==> src/rtl/design_16_arb.sv <==
// Round-robin arbiter/sequencer sharing one design_16 datapath among N requesters.
// Optional WAIT watchdog enabled by defining DESIGN16_ARB_TIMEOUT_EN.
module design_16_arb #(
  parameter int W   = 10,
  parameter int N   = 4,
  parameter int TMO = 15
) (
  input  logic           clk,
  input  logic           rst_n,
  input  logic [N-1:0]   req,
  input  logic [N*W-1:0] a_in,
  input  logic [N*W-1:0] b_in,
  output logic [N-1:0]   gnt,
  output logic [N-1:0]   rsp_valid,
  output logic [W-1:0]   rsp_y,
  output logic           rsp_err,
  output logic           busy,
  output logic           u_start,
  output logic [W-1:0]   u_a,
  output logic [W-1:0]   u_b,
  input  logic [W-1:0]   u_y,
  input  logic           u_valid
);

  localparam int LW = (N > 1) ? $clog2(N) : 1;

  localparam logic [1:0] IDLE  = 2'd0;
  localparam logic [1:0] ISSUE = 2'd1;
  localparam logic [1:0] WAIT  = 2'd2;
  localparam logic [1:0] RESP  = 2'd3;

  // Handshake: req is a level held until the one-cycle gnt; operands are taken
  // only in the gnt cycle; the result is returned by a one-cycle rsp_valid.
  logic [1:0]    state;
  logic [LW-1:0] last;
  logic [LW-1:0] owner;
  logic [LW-1:0] win;
  logic [LW-1:0] idx;
  logic          found;

  // Search starts just after the last winner so the previous owner comes last.
  always_comb begin
    win   = '0;
    idx   = '0;
    found = 1'b0;
    for (int i = 1; i <= N; i++) begin
      idx = LW'((int'(last) + i) % N);
      if (!found && req[idx]) begin
        found = 1'b1;
        win   = idx;
      end
    end
  end

  always_comb begin
    gnt = '0;
    if (rst_n && state == IDLE && found) gnt[win] = 1'b1;
  end

  always_comb begin
    rsp_valid = '0;
    if (state == RESP) rsp_valid[owner] = 1'b1;
  end

  assign u_start = (state == ISSUE);
  assign busy    = (state != IDLE);

`ifdef DESIGN16_ARB_TIMEOUT_EN
  localparam int CW = $clog2(TMO + 1);
  logic [CW-1:0] cnt;
  logic          err_q;

  assign rsp_err = (state == RESP) && err_q;

  always_ff @(posedge clk or negedge rst_n) begin
    if (!rst_n) begin
      state <= IDLE;
      last  <= LW'(N - 1);
      owner <= '0;
      u_a   <= '0;
      u_b   <= '0;
      rsp_y <= '0;
      cnt   <= '0;
      err_q <= 1'b0;
    end else begin
      case (state)
        IDLE: if (found) begin
          u_a   <= a_in[win*W +: W];
          u_b   <= b_in[win*W +: W];
          owner <= win;
          last  <= win;
          state <= ISSUE;
        end
        ISSUE: begin
          cnt   <= '0;
          err_q <= 1'b0;
          state <= WAIT;
        end
        WAIT: begin
          // A valid on the final watchdog cycle still counts as completion.
          if (u_valid) begin
            rsp_y <= u_y;
            state <= RESP;
          end else if (cnt == CW'(TMO - 1)) begin
            rsp_y <= '0;
            err_q <= 1'b1;
            state <= RESP;
          end else begin
            cnt <= cnt + 1'b1;
          end
        end
        RESP:    state <= IDLE;
        default: state <= IDLE;
      endcase
    end
  end
`else
  assign rsp_err = 1'b0;

  always_ff @(posedge clk or negedge rst_n) begin
    if (!rst_n) begin
      state <= IDLE;
      last  <= LW'(N - 1);
      owner <= '0;
      u_a   <= '0;
      u_b   <= '0;
      rsp_y <= '0;
    end else begin
      case (state)
        IDLE: if (found) begin
          u_a   <= a_in[win*W +: W];
          u_b   <= b_in[win*W +: W];
          owner <= win;
          last  <= win;
          state <= ISSUE;
        end
        ISSUE: state <= WAIT;
        WAIT: if (u_valid) begin
          rsp_y <= u_y;
          state <= RESP;
        end
        RESP:    state <= IDLE;
        default: state <= IDLE;
      endcase
    end
  end
`endif

endmodule
==> config.mk <==
export PLATFORM = sky130hd
export DESIGN_NAME = design_16_arb
export DESIGN_NICKNAME = d
export VERILOG_FILES = /design/src/rtl/design_16_arb.sv
export SDC_FILE = /design/constraint.sdc
export NUM_CORES = 1
export LEC_CHECK = 0
export CAP_MARGIN = 20
export CORE_AREA = 2 2 86 88
export DETAILED_ROUTE_END_ITERATION = 10
export DIE_AREA = 0 0 88 90
export GPL_TIMING_DRIVEN = 1
export PLACE_DENSITY = 0.74
export RECOVER_POWER = 25
export SKIP_LAST_GASP = 1
export SYNTH_ARGS = -nofsm -noshare
export SYNTH_HDL_FRONTEND = slang
export SYNTH_SLANG_ARGS = --single-unit
export TNS_END_PERCENT = 50
==> constraint.sdc <==
create_clock -name clk -period 1.7 [get_ports clk]
set_clock_uncertainty 0.15 [all_clocks]
set_input_delay 0.17 -clock clk [delete_from_list [all_inputs] [get_ports clk]]
set_output_delay 0.17 -clock clk [all_outputs]
set_load 0.03 [all_outputs]
==> qor.csv, run 1 <==
stage;metric;value;unit
synthesis;Post-Syn Area per Cell;10.2;um^2
drt;Vias;2522;
critical_path;CP Class;reg -> out;
cells_and_area;fin area;0.00423;mm^2
place;Placer Congestion;0.811;
cells_and_area;Diodes inserted;0;
power_and_ir_drop;P_leak;0.00170;uW
drt;initial DRC count;171;
timing;Slew HR;57.7;%
critical_path;reg-to-reg endpoint;u_a[5];
cells_and_area;nets;490;
floorplanning;# IOs;138;
power_and_ir_drop;Clk network pwr share;9.0;%
critical_path;critical path arrival;1630;ps
synthesis;ys async rst share;100;%
critical_path;startpoint types;flop;
drt;final WL;8270;um
synthesis;Synth top cells by count;34 x dfrtp_1, 26 x nand2_1, 23 x nor2_1;
synthesis;top cell type's share of synthesized area;36.9;%
critical_path;CP Capture Type;output pin;
clocking;clock buffer count from CTS;5;
floorplanning;die area;0.00792;mm^2
floorplanning;Die W;88;um
power_and_ir_drop;cell internal pwr;3850;uW
floorplanning;num rows;31;
synthesis;Syn. warnings;0;
worst_hold_path;min-delay worst type;in -> async;
timing;RSZ-0062 raised after global routing;yes;
timing;Final Critical Period;1950;ps
power_and_ir_drop;Gate power share;67.6;%
critical_path;Worst Reg-to-Reg Cells;7;
place;placed cell area;0.00394;mm^2
synthesis;top_reg_cell synth;dfrtp_1;
grt;pin count of the biggest net entering global routing;26;
power_and_ir_drop;total power;6890;uW
critical_path;worst path cell trace;buf_6 > a2bb2oi_2 > o22ai_2 > and3_4 > buf_6;
clocking;CTS tree;built;
grt;global route hottest layer;met2;
run;max_cap viols;0;
synthesis;Synth Cell Area;0.00230;mm^2
clocking;clk slew on worst S/H paths;80;ps
power_and_ir_drop;PwrDens;1630;mW/mm^2
grt;met2 GRT Util;36.2;%
outcome;violated checks;setup timing;
critical_path;Top delay family on crit path;flip-flops;
grt;global route overflow;0;
critical_path;R2R setup slack;-190;ps
timing;Worst-Margin Slew;635;ps
grt;initial antenna violation count;0;
place;Detail Placement HPWL;6170;um
critical_path;reg-to-reg startpoint;last[1];
timing;Fmax achieved;512;MHz
outcome;status;finished with violations;
drt;Initial DRT Pass Iterations;4;
synthesis;count leader, synth;dfrtp_1;
synthesis;Net Count, Synth;328;
clocking;Clock Path Buffers;2;
synthesis;Syn Inst Count;226;
timing;post-route clock period utilization;115;%
synthesis;Synth Register Bits;36;
drt;Via density;5.17;
floorplanning;Core Region;0.00702;mm^2
clocking;clock sinks;36;
drt;post-detailed-route count of antenna-violating nets;0;
critical_path;worst path bufs/invs;2;
clocking;H-tree depth;2;
timing;Hold Fails Final Rpt;0;
synthesis;Seq/Total Area, Yosys;39.2;%
critical_path;logic depth of the worst setup path including buffers;5;
synthesis;Area contributors post-synth;dfrtp_1 37%, a221oi_2 12%, o211ai_1 6.5%;
place;number of port buffers;136;
grt;vias in the first global route;2695;
critical_path;max incr delay on CP;590;ps
cells_and_area;Area Overhead vs Synth;83.4;%
synthesis;number of synthesized flops with an enable pin;0;
synthesis;post-synth top area cell;dfrtp_1;
critical_path;Worst EP required;1380;ps
power_and_ir_drop;sw frac;44.2;%
clocking;Worst-Skew Late Latency;300;ps
grt;GR Util met3;4.13;%
timing;setup ws final;-254;ps
power_and_ir_drop;NetSw;3050;uW
synthesis;Netlist cell types;44;
drt;DR WL/cell;16.9;um
critical_path;critical path's slowest cell;dfstp_2;
timing;setup violators final;26;
critical_path;CP max FO;5;
grt;total global-route track usage;21.2;%
grt;GR met1 Demand/Resource;25.0;%
drt;DRC violation count after routing;0;
power_and_ir_drop;Reg power frac;23.4;%
cells_and_area;fraction of layout cells with a size suffix above 1;26.7;%
power_and_ir_drop;peak supply drop;949;uV
clocking;CTS root buf;clkbuf_8;
floorplanning;Initial Util;32.8;%
floorplanning;Die Ht;90;um
grt;first-pass GRT wire length;13100;um
timing;fin. max-slew vios;0;
critical_path;Most common cell on crit path;buf_6;
==> per-stage QoR <==
stage	TNS, ps	worst slack [ps]	hold slack [ps]	utilization, %	cells
floorplan	-126	-10.4	-276	-	226
global placement	-7460	-293	-142	56.2	472
detailed placement	-8780	-381	-147	56.2	472
CTS	-4350	-266	54.2	59.4	488
global route	-6250	-334	72.4	60.2	488
finish	-4030	-254	69.9	60.2	488
==> layout by cell type (no fill, tap or decap), types with 4 or more instances in the layout <==
cell type and n:
nor2_1 23, a221oi_2 17, dfrtp_1 34, buf_12 6, buf_6 8, nand2_1 26
clkbuf_8 5, ha_1 4, mux2_2 11, clkdlybuf4s50_1 123, buf_4 29, o211ai_1 20
a31oi_1 20
==> flip-flops by register name (all words and copies together), names as in the netlist <==
name and count:
rsp_y 10, last 2, u_b 10, owner 2
state 2, u_a 10
==> power groups by stage <==
stage	combinational, uW	sequential (uW)	clock [uW]
final	4660	1610	623
after floorplan	1910	2300	0
after global routing	5000	1670	680
after CTS	4590	1610	644
after global placement	4270	1590	0
after detailed placement	4340	1610	0
==> cells by family (layout without fill, tap and decap cells) <==
family                     after synthesis  count (layout)  synth area share, %
AOI/OAI and AO/OA                       80              80                 32.2
and+or+nand+nor                         66              66                 13.0
DFF                                     36              36                 39.2
buffers and inverters                   26             189                 6.95
muxes                                   12              12                 5.81
adders and majority gates                5               5                 2.72
other                                    1               1                0.163
==> routing by layer <==
layer	share of wire (%)	vias up	wire (um)
li1	-	1183	-
met1	39	1212	3250
met2	52	105	4280
met3	5.9	22	490
met4	3.0	0	246
met5	0	-	0
==> repair_timing <==
item,CTS,global route
hold endpoints to repair,36,0
setup buffers,6,0
pin swaps,16,4
gates resized for setup,12,10
setup endpoints to repair,30,47
gates cloned,1,0
hold buffers,1,0
==> final cells by class <==
type	instances	area (um^2)
fill	607	2800
clock buffer	7	76.3
inverter	7	28.8
timing repair buffer	174	1750
sequential	36	903
multi-input combinational	164	1340
clock inverter	1	8.76
tap	99	124
==> how the worst max path moves through the flow <==
stage / start / endpoint / slack, ps
floorplan: last[1] / u_a[1] / -10
global placement: req[3] / u_b[2] / -290
detailed placement: req[3] / u_a[6] / -380
CTS: last[1] / gnt[0] / -270
global route: last[1] / gnt[1] / -330
finish: last[1] / gnt[1] / -250
Power figures use the tool's default switching activity.
==> inputs of run 2 (changes only) <==
- ABC_CLOCK_PERIOD_IN_PS: not set -> 1700
- CAP_MARGIN: 20 -> 15
- CORE_AREA: 2 2 86 88 -> 2 2 67 69
- DIE_AREA: 0 0 88 90 -> 0 0 69 71
- DONT_BUFFER_PORTS: not set -> 1
- PLACE_DENSITY: 0.74 -> 0.73
==> run 2 against run 1 <==
The flow still finishes with violations (setup timing); non-clock buffer count shrank 36; cell count down 16%; largest power group unchanged; combinational power is 21% lower; critical path type unchanged; largest cell class is now multi-input combinational cells.
==> qor.csv, run 2 (synthesis results as in run 1) <==
stage;metric;value;unit;change
outcome;status;finished with violations;;
outcome;violated checks;setup timing;;
power_and_ir_drop;PwrDens;1770;mW/mm^2;+8.6%
critical_path;max incr delay on CP;620;ps;+30 ps
place;number of port buffers;0;;-100%
cells_and_area;biggest regs;rsp_y x10, u_a x10, u_b x10;;
floorplanning;die area;0.00490;mm^2;-38%
critical_path;Worst EP required;1380;ps;about the same
floorplanning;Core Region;0.00420;mm^2;-40%
clocking;clock buffer count from CTS;5;;unchanged
clocking;Worst-Skew Late Latency;300;ps;about the same
power_and_ir_drop;peak supply drop;1070;uV;+12%
timing;Fmax achieved;499;MHz;-2.5%
power_and_ir_drop;Clk network pwr share;11.4;%;+2.4 points
grt;vias in the first global route;2998;;+11%
floorplanning;Initial Util;54.8;%;+22 points
power_and_ir_drop;NetSw;3390;uW;+11%
grt;global route overflow;0;;unchanged
clocking;clk slew on worst S/H paths;90;ps;about the same
cells_and_area;commonest non-fill, non-tap cell in the layout;dlygate4sd3_1;;
grt;first-pass GRT wire length;15100;um;+16%
clocking;Clock Path Buffers;2;;unchanged
drt;DRC violation count after routing;0;;unchanged
timing;setup violators final;31;;+19%
timing;setup ws final;-303;ps;-49.7 ps
timing;fin. max-slew vios;0;;unchanged
cells_and_area;most frequent cells in the layout;93 x dlygate4sd3_1, 34 x dfrtp_1, 29 x buf_4, 23 x nor2_1, 22 x nand2_1;;
timing;Worst Hold Slack;58.1;ps;-11.8 ps
drt;post-detailed-route count of antenna-violating nets;0;;unchanged
floorplanning;Die Ht;71;um;-21%
place;post-place setup slack;-78.8;ps;+302 ps
floorplanning;Die W;69;um;-22%
critical_path;CP Class;reg -> out;;
clocking;clock sinks;36;;unchanged
cells_and_area;Fillers;144;;-76%
critical_path;CP Capture Type;output pin;;
cells_and_area;fraction of layout cells with a size suffix above 1;31.3;%;+4.5 points
place;placed cell area;0.00252;mm^2;-36%
power_and_ir_drop;Gate power share;53.4;%;-14 points
place;Placer Congestion;0.826;;+1.9%
grt;total global-route track usage;39.7;%;+18 points
drt;DR WL/cell;26.3;um;+55%
critical_path;startpoint types;flop;;
critical_path;critical path's slowest cell;dfstp_2;;
grt;pin count of the biggest net entering global routing;37;;+42%
drt;final WL;10700;um;+30%
drt;Via density;6.97;;+35%
cells_and_area;fin area;0.00387;mm^2;-8.3%
worst_hold_path;min-delay worst type;in -> reg;;
drt;Vias;2843;;+13%
power_and_ir_drop;sw frac;49.3;%;+5.1 points
timing;RSZ-0062 raised after global routing;yes;;
floorplanning;num rows;24;;-23%
grt;initial antenna violation count;1;;+1
critical_path;CP max FO;6;;+1
cells_and_area;Area Overhead vs Synth;68.2;%;
power_and_ir_drop;Reg power frac;35.2;%;+12 points
power_and_ir_drop;P_leak;0.00158;uW;-6.9%
floorplanning;# IOs;138;;unchanged
timing;Slew HR;34.7;%;-23 points
cells_and_area;nets;456;;-6.9%
clocking;CTS tree;built;;
timing;post-route clock period utilization;118;%;+2.9 points
place;Detail Placement HPWL;4560;um;-26%
timing;Worst-Margin Slew;979;ps;+344 ps
critical_path;worst path cell trace;o21ba_4 > o211ai_4 > buf_12 > and3_4;;
power_and_ir_drop;cell internal pwr;3480;uW;-9.5%
drt;Initial DRT Pass Iterations;5;;+1
run;max_cap viols;0;;unchanged
clocking;CTS root buf;clkbuf_8;;
timing;Final Critical Period;2000;ps;+49.7 ps
timing;Hold Fails Final Rpt;0;;unchanged
drt;initial DRC count;237;;+39%
clocking;H-tree depth;2;;unchanged
critical_path;critical path arrival;1680;ps;+50 ps
==> run 2: what timing repair did <==
| action | in CTS | in global routing |
|---|---|---|
| gates resized for setup | 8 | 23 |
| cloned | 1 | 1 |
| setup buffers | 14 | 3 |
| pin swaps | 8 | 10 |
| endpoints found under the hold margin | 68 | 0 |
| hold buffers | 94 | 0 |
| endpoints found under the setup margin | 24 | 29 |
==> run 2: power groups by stage <==
stage	logic, uW	clock network [uW]	registers [uW]
finish	3660	784	2420
floorplan	1910	0	2300
global route	3830	810	2430
detailed placement	2570	0	2390
global placement	2490	0	2370
CTS	3140	776	2370
==> run 2: area by class of cell <==
type                    count  area, um^2  share of cell area [%]
clock buffers               5        68.8                    1.78
multi-input cells         166        1400                    36.1
inverters                   7        28.8                   0.743
clock inverters             3        42.5                    1.10
well taps                  52        65.1                    1.68
diodes                      1        2.50                  0.0646
flip-flops and latches     36         903                    23.3
repair buffers            138        1370                    35.2
==> run 2: metrics by stage <==
step	total power [uW]	cells	util [%]	setup TNS, ps
after global routing	7070	408	92.2	-6060
final	6870	408	92.2	-5110
after detailed placement	4960	289	60.1	-777
after CTS	6290	405	89.4	-2950
after global placement	4860	289	60.1	-140
after floorplan	4210	226	-	-126
==> run 2: path summary, 6_finish.rpt <==
kind | endpoint | startpoint | slack [ps] | cells past startpoint
worst max-delay path | gnt[0] | last[1] | -300 | 4
worst min-delay path | state[0] | u_valid | 60 | 3
worst max register to register | u_b[2] | last[1] | -260 | 5
worst min register to register | owner[1] | owner[1] | 420 | 2
max in group asynchronous | u_b[0] | rst_n | 340 | 2
min in group asynchronous | rsp_y[1] | rst_n | 430 | 2
==> run 2: metal layers <==
metal,GRT usage (%),wire [um]
met1,41.7,3490
met2,67.4,5080
met3,12.3,1190
met4,29.0,974
met5,0,0
==> run 2: critical path, delay by kind of cell, from the launching register on <==
kind / cells / cell delay (ps)
AO/OA/AOI/OAI: 2 / 400
buffers and inverters: 1 / 140
flip-flops: 1 / 620
AND/OR/NAND/NOR: 1 / 220
==> inputs of run 3 (changes only) <==
- SKIP_LAST_GASP: 1 -> not set
==> run 3 against run 2 <==
The run still ends with setup timing left; clock power is essentially flat; register-to-register slack lost 150 ps; critical path depth is 3 higher; worst setup slack got worse by 100 ps; sequential cell count stayed put; sequential share of layout area about the same; via count up 0.28%; first-iteration DRC count is 76% higher; global-route usage rose by 1.6 points; sequential power up 2%; cell area down 0.16%; cell count decreased by 0.74%; critical path type is now reg -> reg; critical endpoint is now u_a[9]; largest cell class unchanged; largest power group unchanged.
==> qor.csv, run 3 (synthesis results as in run 1) <==
stage;metric;value;unit;change
clocking;Clock Path Buffers;2;;unchanged
drt;DR WL/cell;27.5;um;+4.7%
power_and_ir_drop;PwrDens;1800;mW/mm^2;+1.5%
cells_and_area;most frequent cells in the layout;93 x dlygate4sd3_1, 34 x dfrtp_1, 27 x buf_4, 26 x nand2_1, 23 x nor2_1;;
critical_path;CP Capture Type;flop;;
timing;fin. max-slew vios;0;;unchanged
power_and_ir_drop;P_leak;0.00157;uW;-0.79%
cells_and_area;nets;454;;-0.44%
grt;GR met1 Demand/Resource;43.2;%;+1.5 points
critical_path;startpoint types;flop;;
critical_path;worst path cell trace;buf_4 > a2bb2oi_1 > o22ai_2 > buf_4 > buf_6 > nand2_1 > a31oi_1;;
timing;Hold Fails Final Rpt;0;;unchanged
floorplanning;# IOs;138;;unchanged
critical_path;critical path arrival;2130;ps;+450 ps
grt;first-pass GRT wire length;15700;um;+3.7%
critical_path;Top delay family on crit path;compound AO/OA/AOI/OAI gates;;
outcome;status;finished with violations;;
cells_and_area;Area Overhead vs Synth;68.0;%;
floorplanning;Initial Util;54.8;%;unchanged
floorplanning;Die W;69;um;unchanged
place;Detail Placement HPWL;4560;um;unchanged
floorplanning;die area;0.00490;mm^2;unchanged
critical_path;Worst EP required;1720;ps;+340 ps
cells_and_area;fraction of layout cells with a size suffix above 1;30.3;%;-0.96 points
timing;Worst-Margin Slew;960;ps;-19.0 ps
critical_path;worst path bufs/invs;3;;+2
run;max_cap viols;0;;unchanged
grt;met2 GRT Util;73.3;%;+5.9 points
grt;vias in the first global route;3027;;+0.97%
critical_path;critical path's slowest cell;dfstp_2;;
grt;global route hottest layer;met2;;
drt;final WL;11100;um;+3.9%
timing;Worst Hold Slack;40.8;ps;-17.3 ps
critical_path;reg-to-reg startpoint;last[1];;
clocking;clock sinks;36;;unchanged
grt;pin count of the biggest net entering global routing;37;;unchanged
worst_hold_path;min-delay worst type;in -> reg;;
grt;global route overflow;0;;unchanged
clocking;clock buffer count from CTS;5;;unchanged
timing;setup ws final;-406;ps;-103 ps
timing;RSZ-0062 raised after global routing;yes;;
critical_path;CP max FO;9;;+3
cells_and_area;Fillers;148;;+2.8%
floorplanning;Core Region;0.00420;mm^2;unchanged
clocking;H-tree depth;2;;unchanged
critical_path;critical path startpoint;last[1];;
floorplanning;Die Ht;71;um;unchanged
drt;initial DRC count;416;;+76%
drt;Via density;7.04;;+1.0%
power_and_ir_drop;peak supply drop;1110;uV;+4.3%
worst_hold_path;HP Start;u_valid;;
drt;Initial DRT Pass Iterations;5;;unchanged
grt;GR Util met3;12.1;%;-0.14 points
cells_and_area;biggest regs;rsp_y x10, u_a x10, u_b x10;;
timing;post-route clock period utilization;124;%;+6.1 points
cells_and_area;final core occ;92.0;%;-0.15 points
timing;Slew HR;36.0;%;+1.3 points
place;Placer Congestion;0.826;;unchanged
timing;Final Critical Period;2110;ps;+103 ps
drt;post-detailed-route count of antenna-violating nets;0;;unchanged
timing;Fmax achieved;475;MHz;-4.9%
timing;setup TNS;-5180;ps;-64.1 ps
drt;DRC violation count after routing;0;;unchanged
critical_path;CP Class;reg -> reg;;
cells_and_area;commonest non-fill, non-tap cell in the layout;dlygate4sd3_1;;
critical_path;R2R setup slack;-410;ps;-150 ps
clocking;clk slew on worst S/H paths;80;ps;about the same
drt;Vias;2851;;+0.28%
outcome;violated checks;setup timing;;
critical_path;max incr delay on CP;610;ps;about the same
grt;total global-route track usage;41.3;%;+1.6 points
timing;setup violators final;27;;-13%
place;number of port buffers;0;;unchanged
clocking;Worst-Skew Late Latency;300;ps;about the same
grt;initial antenna violation count;0;;-1
cells_and_area;Diodes inserted;0;;-1
clocking;CTS root buf;clkbuf_8;;
floorplanning;num rows;24;;unchanged
clocking;CTS tree;built;;
critical_path;Most common cell on crit path;buf_4;;
[run 3: changes by cell type in the layout (fill, tap and decap cells not counted), sizes merged]
cell   before  now
buf        44   42
diode       1    0
[run 3: per-layer routing]
metal	part of all wire, %	wire length (um)
met5	0	0
met4	6.8	755
met3	11	1240
met2	49	5500
met1	33	3650
[run 3: area by class of cell]
cell class	instances	area, um^2	share of cell area, %
multi-input combinational	166	1420	36.6
clock inverter	3	42.5	1.10
tap	52	65.1	1.68
sequential	36	903	23.4
clock buffer	5	68.8	1.78
inverter	7	28.8	0.744
timing repair buffer	136	1340	34.7
[run 3: metrics by stage]
step / std cells / total power, uW / setup WS, ps / area (um^2)
floorplan: 226 / 4210 / -10.4 / 2340
global placement: 289 / 4860 / -37.1 / 2520
detailed placement: 289 / 4960 / -78.8 / 2520
CTS: 405 / 6300 / -242 / 3770
global route: 405 / 7160 / -427 / 3870
finish: 405 / 6960 / -406 / 3870
[run 3: final timing paths]
path                       depth (start not counted)       end
hold / removal                                     3  state[0]
max in group asynchronous                          2    u_b[6]
setup / recovery                                   7    u_a[9]
setup reg to reg                                   7    u_a[9]
min in group asynchronous                          2  rsp_y[5]
hold reg to reg                                    2  owner[1]
[run 3: timing repair]
item,4_1_cts,5_1_grt
endpoints found under the setup margin,24,30
hold buffers,94,0
pin swaps,11,11
gates resized for setup,9,21
gates cloned,1,1
buffers inserted,14,1
hold endpoints to repair,68,0
[run 3: worst register-to-register path, cell delays in order, from the launching register on]
cell       delay [ps]
dfstp_2           610
buf_4             170
a2bb2oi_1          80
o22ai_2           200
buf_4             170
buf_6             150
nand2_1            90
a31oi_1           360
[run 3: report_power, final]
part | internal (uW) | leakage (uW) | switching [uW]
clock | 434 | 0.0000541 | 349
combinational | 1720 | 0.00111 | 2000
sequential | 1310 | 0.000410 | 1140
total | 3470 | 0.00157 | 3490
